[src/rtl/lsu_mem_ctrl.sv]
// -----------------------------------------------------------------------------
// lsu_mem_ctrl
//
// Load/store unit memory controller sitting between the MEM pipeline stage and
// a handshaked data-memory port. One request is in flight at a time. The unit
// issues word-aligned bus beats with byte enables and lane-positioned write
// data. Loads return sign/zero-extended data; stores return an acknowledge.
// A per-beat timeout aborts a stalled beat.
//
// Build option:
//   LSU_MISALIGN_SPLIT_EN  defined   -> misaligned accesses execute; accesses
//                                       that cross a word boundary use two
//                                       bus beats (REQ2/WAIT2).
//                          undefined -> misaligned accesses complete at once
//                                       with resp_err=1 and no bus activity.
//
// Parameters:
//   TIMEOUT_CYCLES  max cycles per beat from bus request to mem_rvalid
//                   (0 disables the timeout).
//
// Ports:
//   clk, rst_n        clock (rising edge), asynchronous active-low reset
//   req_valid/ready   pipeline request handshake (ready only in IDLE)
//   req_we/type/addr/wdata  request fields (wdata right-aligned)
//   resp_valid        one-cycle completion pulse (no backpressure)
//   resp_rdata        extended load data, 0 for stores and errors
//   resp_err          illegal type, misaligned (option off) or timeout
//   busy              high whenever not IDLE
//   mem_req/we/addr/wdata/be  bus request, held until mem_gnt
//   mem_gnt           bus accepted the request this cycle
//   mem_rvalid/rdata  beat response, at least one cycle after mem_gnt
//   dbg_state         current FSM state encoding
//
// Handshakes: a transfer happens on a cycle where valid and ready/gnt are both
// high. req_valid is only observed in IDLE; mem_req with its address, byte
// enables and data stays stable until the cycle mem_gnt is seen; mem_rvalid
// is only observed in WAIT1/WAIT2.
// -----------------------------------------------------------------------------
module lsu_mem_ctrl #(
  parameter int unsigned TIMEOUT_CYCLES = 255
) (
  input  logic        clk,
  input  logic        rst_n,
  input  logic        req_valid,
  output logic        req_ready,
  input  logic        req_we,
  input  logic [2:0]  req_type,
  input  logic [31:0] req_addr,
  input  logic [31:0] req_wdata,
  output logic        resp_valid,
  output logic [31:0] resp_rdata,
  output logic        resp_err,
  output logic        busy,
  output logic        mem_req,
  output logic        mem_we,
  output logic [31:0] mem_addr,
  output logic [31:0] mem_wdata,
  output logic [3:0]  mem_be,
  input  logic        mem_gnt,
  input  logic        mem_rvalid,
  input  logic [31:0] mem_rdata,
  output logic [2:0]  dbg_state
);

  typedef enum logic [2:0] {
    S_IDLE  = 3'd0,
    S_REQ1  = 3'd1,
    S_WAIT1 = 3'd2,
    S_REQ2  = 3'd3,
    S_WAIT2 = 3'd4,
    S_RESP  = 3'd5
  } state_t;

  state_t      state, state_nxt;

  logic        lat_we;
  logic [2:0]  lat_type;
  logic [31:0] lat_addr;
  logic [31:0] lat_wdata;
  logic        lat_err;
  logic [31:0] beat0, beat1;
  logic [31:0] tcnt;

  logic [2:0]  in_size;
  logic        in_err;
  logic [2:0]  l_size;
  logic [7:0]  l_lanes;
  logic [7:0]  l_mask;
  logic [63:0] l_shift;
  logic [31:0] word0;
  logic [31:0] ld_word;
  logic [31:0] ld_ext;
  logic        tmo_hit;
  logic        tmo_abort;

  // Access size in bytes, 0 for an illegal type. Stores only decode [1:0].
  function automatic logic [2:0] size_of(input logic we, input logic [2:0] t);
    logic [2:0] s;
    s = 3'd0;
    if (we) begin
      case (t[1:0])
        2'b00:   s = 3'd1;
        2'b01:   s = 3'd2;
        2'b10:   s = 3'd4;
        default: s = 3'd0;
      endcase
    end else begin
      case (t)
        3'b000, 3'b011: s = 3'd1;
        3'b001, 3'b100: s = 3'd2;
        3'b010:         s = 3'd4;
        default:        s = 3'd0;
      endcase
    end
    return s;
  endfunction

  // Decode of the incoming request, used only at accept time.
  always_comb begin
    in_size = size_of(req_we, req_type);
`ifdef LSU_MISALIGN_SPLIT_EN
    in_err  = (in_size == 3'd0);
`else
    in_err  = (in_size == 3'd0) ||
              ((in_size == 3'd2) && req_addr[0]) ||
              ((in_size == 3'd4) && (req_addr[1:0] != 2'b00));
`endif
  end

  // Lane mask and write data for both beats. mask[7:4] non-zero means the
  // access spills into the next word.
  always_comb begin
    l_size  = size_of(lat_we, lat_type);
    l_lanes = (l_size == 3'd1) ? 8'h01 : (l_size == 3'd2) ? 8'h03 : 8'h0F;
    l_mask  = l_lanes << lat_addr[1:0];
    l_shift = {32'b0, lat_wdata} << {lat_addr[1:0], 3'b000};
    word0   = {lat_addr[31:2], 2'b00};
  end

  // Load data realignment and extension.
  always_comb begin
    ld_word = 32'({beat1, beat0} >> {lat_addr[1:0], 3'b000});
    case (lat_type)
      3'b000:  ld_ext = {{24{ld_word[7]}}, ld_word[7:0]};
      3'b001:  ld_ext = {{16{ld_word[15]}}, ld_word[15:0]};
      3'b011:  ld_ext = {24'b0, ld_word[7:0]};
      3'b100:  ld_ext = {16'b0, ld_word[15:0]};
      default: ld_ext = ld_word;
    endcase
  end

  // Next-state logic. A grant or response in the same cycle the timeout is
  // reached still counts as progress; the >= keeps the count effective after
  // a late grant moves the beat into its WAIT state.
  always_comb begin
    state_nxt = state;
    tmo_abort = 1'b0;
    tmo_hit   = (TIMEOUT_CYCLES != 0) && (tcnt >= (TIMEOUT_CYCLES - 32'd1));
    case (state)
      S_IDLE: begin
        if (req_valid) state_nxt = in_err ? S_RESP : S_REQ1;
      end
      S_REQ1: begin
        if (mem_gnt) state_nxt = S_WAIT1;
        else if (tmo_hit) begin
          state_nxt = S_RESP;
          tmo_abort = 1'b1;
        end
      end
      S_WAIT1: begin
        if (mem_rvalid) begin
`ifdef LSU_MISALIGN_SPLIT_EN
          state_nxt = (l_mask[7:4] != 4'b0000) ? S_REQ2 : S_RESP;
`else
          state_nxt = S_RESP;
`endif
        end else if (tmo_hit) begin
          state_nxt = S_RESP;
          tmo_abort = 1'b1;
        end
      end
      S_REQ2: begin
        if (mem_gnt) state_nxt = S_WAIT2;
        else if (tmo_hit) begin
          state_nxt = S_RESP;
          tmo_abort = 1'b1;
        end
      end
      S_WAIT2: begin
        if (mem_rvalid) state_nxt = S_RESP;
        else if (tmo_hit) begin
          state_nxt = S_RESP;
          tmo_abort = 1'b1;
        end
      end
      S_RESP:  state_nxt = S_IDLE;
      default: state_nxt = S_IDLE;
    endcase
  end

  always_ff @(posedge clk or negedge rst_n) begin
    if (!rst_n) state <= S_IDLE;
    else        state <= state_nxt;
  end

  always_ff @(posedge clk or negedge rst_n) begin
    if (!rst_n) begin
      lat_we    <= 1'b0;
      lat_type  <= 3'b000;
      lat_addr  <= 32'b0;
      lat_wdata <= 32'b0;
      lat_err   <= 1'b0;
      beat0     <= 32'b0;
      beat1     <= 32'b0;
    end else begin
      if (state == S_IDLE && req_valid) begin
        lat_we    <= req_we;
        lat_type  <= req_type;
        lat_addr  <= req_addr;
        lat_wdata <= req_wdata;
        lat_err   <= in_err;
        beat0     <= 32'b0;
        beat1     <= 32'b0;
      end
      if (state == S_WAIT1 && mem_rvalid) beat0 <= mem_rdata;
      if (state == S_WAIT2 && mem_rvalid) beat1 <= mem_rdata;
      if (tmo_abort) lat_err <= 1'b1;
    end
  end

  // Per-beat timeout counter: restarts on entry to each REQ state and runs
  // through the matching WAIT state.
  always_ff @(posedge clk or negedge rst_n) begin
    if (!rst_n) begin
      tcnt <= 32'b0;
    end else if ((state_nxt == S_REQ1 && state != S_REQ1) ||
                 (state_nxt == S_REQ2 && state != S_REQ2)) begin
      tcnt <= 32'b0;
    end else if (state == S_REQ1 || state == S_WAIT1 ||
                 state == S_REQ2 || state == S_WAIT2) begin
      tcnt <= tcnt + 32'd1;
    end else begin
      tcnt <= 32'b0;
    end
  end

  // Outputs decode registered state and latches only.
  always_comb begin
    req_ready  = (state == S_IDLE);
    busy       = (state != S_IDLE);
    resp_valid = (state == S_RESP);
    resp_err   = (state == S_RESP) && lat_err;
    resp_rdata = ((state == S_RESP) && !lat_we && !lat_err) ? ld_ext : 32'b0;
    mem_req    = (state == S_REQ1) || (state == S_REQ2);
    mem_we     = mem_req && lat_we;
    mem_addr   = 32'b0;
    mem_be     = 4'b0000;
    mem_wdata  = 32'b0;
    if (state == S_REQ1) begin
      mem_addr  = word0;
      mem_be    = l_mask[3:0];
      mem_wdata = l_shift[31:0];
    end else if (state == S_REQ2) begin
      mem_addr  = word0 + 32'd4;
      mem_be    = l_mask[7:4];
      mem_wdata = l_shift[63:32];
    end
    dbg_state  = state;
  end

endmodule
[config.mk]
export PLATFORM = sky130hd
export DESIGN_NAME = lsu_mem_ctrl
export DESIGN_NICKNAME = d
export VERILOG_FILES = /design/src/rtl/lsu_mem_ctrl.sv
export SDC_FILE = /design/constraint.sdc
export NUM_CORES = 1
export LEC_CHECK = 0
export CORE_ASPECT_RATIO = 0.9
export CORE_MARGIN = 2
export CORE_UTILIZATION = 30
export DETAILED_ROUTE_END_ITERATION = 8
export DONT_BUFFER_PORTS = 1
export GPL_ROUTABILITY_DRIVEN = 0
export SETUP_SLACK_MARGIN = 0.15
export SYNTH_ARGS = -nofsm -noshare
export SYNTH_HDL_FRONTEND = slang
export SYNTH_SLANG_ARGS = --single-unit
[constraint.sdc]
create_clock -name clk -period 6.2 [get_ports clk]
set_clock_uncertainty 0.2 [all_clocks]
set_input_delay 1.55 -clock clk [delete_from_list [all_inputs] [get_ports clk]]
set_output_delay 1.55 -clock clk [all_outputs]
set_load 0.02 [all_outputs]
==> flow_summary.ini <==
[global_route]
grt_pass1_vias = 7315
grtUsageMet3 = 0.0558
grt_use_total = 0.162
top_usage_layer = met2
antenna_found_initial = 0
grt_first_pass_wirelength_um = 42100
grt_max_degree = 161
met1_usage = 0.208
met2_usage = 0.259
globalRouteOverflowTotal = 0

[layout]
final_common_cell = nand2_1
drive_above_1_share = 0.157
antennaDiodeCount = 0
final_area_sq_mm = 0.0104
synthToLayoutAreaGrowth_pct = 9.02
layout_common_cells = 171 x nand2_1, 158 x dfrtp_1, 85 x o21ai_0, 68 x mux2_2, 65 x nor2_1
final_core_util = 0.334
finish.net_count = 1059

[cts]
cts_tree = yes
cts_resized = 0
clock-sinks = 160
cts_made_buffers = 17
cts_max_level = 4
clk_path_buf_depth = 2
clock_latency_ns = 0.43
hold_buffers = 0
path_clk_slew_ns = 0.07
clockRootBuffer = clkbuf_16
cts_setup_buffers = 0

[critical_path]
startpoint = dbg_state[2]$_DFF_PN0_
worst_path_max_delay_cell = nor2_1
end_kind = primary output
crit_chain = nand2b_1, buf_4, clkinv_1, buf_4, nand3_1, nor2_1, a22o_1
critical_path_class = reg -> out
slowest_delay_ns = 0.85
crit_required_ns = 4.45
worstPathMaxFanout = 31
worst_setup_path_start_kind = flip-flop
arrival_ns = 3.53
crit_end = mem_wdata[17]
reg2reg_from = dbg_state[1]$_DFF_PN0_
r2r_setup_slack_ns = 2.85
reg2reg_to = beat0[22]$_DFFE_PN0P_
cp_common_cell = buf_4
r2r_cells = 6

[timing]
fin_ws_ns = 0.919
slew-limit-headroom = 0.198
finalHoldViolations = 0
fin_crit_sh = 0.852
setup_tns_ns = 0
tightest_slew_ns = 1.20
slew_violations = 0
max_freq_mhz = 189
layout_min_cycle_time_ns = 5.28
setup-violations-final = 0
rsz0062_at_grt = false

[placement]
port_buffers = 0
pre_cts_slack_ns = 1.36
dp_hpwl_um = 18400
detailed_place.area_sq_mm = 0.00978

[route]
routed_wl_um = 27200
avgViaCountPerCell = 5.46
detail-route-antenna-nets = 0
drt_first_pass_iters = 5
vias = 7502
drc_errors = 0
wl_per_cell_um = 19.8
drt_iter0_drc = 471

[die]
die_y_um = 173
die-area_sq_mm = 0.0332
start_util = 0.306
io-pin-count = 214
num_rows = 61
die_w_um = 192
core_sq_mm = 0.0311

[logic_synthesis]
synthAdderAreaFrac = 0.00500
synth_warnings = 0
synth-main-ff-cell = dfrtp_1
synth_top_family_by_area = simple AND/OR/NAND/NOR gates
synth_xor_area_frac = 0.0193
async_reset_ff_frac = 1.00
ys_top_cells_by_area = dfrtp_1 42%, mux2_2 8.0%, mux4_2 7.6%, nand2_1 6.8%, o21ai_0 4.5%
synth_edf_count = 0
netlist_area_sq_mm = 0.00952
synth-simple-area-share = 0.195
yosysSeqAreaShare = 0.421
yosys.area.top_type = dfrtp_1
synth-seq-cells = 160
synth_top_area_frac = 0.421
avgSynthCellArea_sq_um = 9.55
synth.distinct_cells = 59
synth-compound-area-share = 0.131
synthCells = 997
synthMuxAreaShare = 0.185

[run]
cap_violations = 0

[run_status]
status = complete, no violations

[power_and_ir_drop]
power.density_mw_per_mm2 = 528
leakage_nw = 4.05
power_mw = 5.48
peakVddDrop_mv = 0.186

[hold_path]
hold_path_class = reg -> reg
==> where the power goes <==
part | leakage, nW | internal [mW] | switching (mW)
Combinational | 1.72 | 0.981 | 1.42
Clock | 0.279 | 0.613 | 0.471
Sequential | 2.05 | 1.45 | 0.539
Total | 4.05 | 3.04 | 2.43
==> cell usage after synthesis, drive strengths merged, types with 3 or more instances <==
| cell type | number |
|---|---|
| a21oi | 48 |
| mux2 | 68 |
| buf | 20 |
| clkbuf | 55 |
| nand3 | 19 |
| or3 | 20 |
| xnor2 | 7 |
| a31oi | 3 |
| or4 | 20 |
| nor4 | 8 |
| inv | 16 |
| and3 | 13 |
| nor2b | 11 |
| o31ai | 20 |
| a22o | 9 |
| dfrtp | 160 |
| o2bb2ai | 8 |
| o22ai | 9 |
| nand4 | 21 |
| o21ai | 85 |
| nand2 | 172 |
| nor2 | 66 |
| mux4 | 32 |
| nor3 | 5 |
| a32o | 8 |
| nand2b | 11 |
| mux2i | 27 |
| and2 | 4 |
| and4 | 10 |
| xor2 | 14 |
| ha | 3 |
==> state kept, by name, summed over array words and instances, names as in the netlist <==
register,cells
lat_wdata,32
lat_type,3
tcnt,32
lat_we,1
lat_err,1
dbg_state,3
beat1,24
lat_addr,32
beat0,32
==> per-stage QoR <==
step           std cells  hold slack [ns]
6_report            1373            0.306
5_1_grt             1373            0.327
4_1_cts             1373            0.306
3_5_place_dp        1341            0.296
3_3_place_gp        1341            0.294
2_1_floorplan        998            0.269
==> worst min path at each step <==
| stage | cells after the start | from | end |
|---|---|---|---|
| 2_1_floorplan | 1 | tcnt[0]$_DFF_PN0_ | tcnt[0]$_DFF_PN0_ |
| 3_3_place_gp | 1 | tcnt[0]$_DFF_PN0_ | tcnt[0]$_DFF_PN0_ |
| 3_5_place_dp | 1 | tcnt[0]$_DFF_PN0_ | tcnt[0]$_DFF_PN0_ |
| 4_1_cts | 1 | tcnt[0]$_DFF_PN0_ | tcnt[0]$_DFF_PN0_ |
| 5_1_grt | 1 | tcnt[0]$_DFF_PN0_ | tcnt[0]$_DFF_PN0_ |
| 6_report | 1 | tcnt[0]$_DFF_PN0_ | tcnt[0]$_DFF_PN0_ |
==> worst max-delay path, delay by kind of cell (launching register included) <==
| kind | cells | cell delay, ns |
|---|---|---|
| AOI/OAI and AO/OA | 1 | 0.39 |
| and+or+nand+nor | 3 | 1.51 |
| buffers and inverters | 3 | 0.60 |
| DFF | 1 | 0.57 |
==> area by class of cell <==
cell class,instances,area [sq um]
clock inverters,13,154
inverters,18,67.6
multi-input cells,745,5120
clock buffers,19,443
repair buffers,9,67.6
well taps,409,512
flip-flops and latches,160,4010
fillers,3173,20700
==> cells by family after synthesis <==
family,count (synthesis)
DFF,160
xor gates and xnor gates,21
and+or+nand+nor,386
muxes,127
AOI/OAI and AO/OA,205
buffers and inverters,93
other,1
adders and majority gates,4
==> layer usage <==
layer,vias to the layer above,share of wire,wire (um)
met2,243,0.47,12800
met3,27,0.087,2370
met1,3714,0.43,11700
met4,0,0.012,321
met5,-,0,0
li1,3518,-,-
Power figures use the tool's default switching activity.
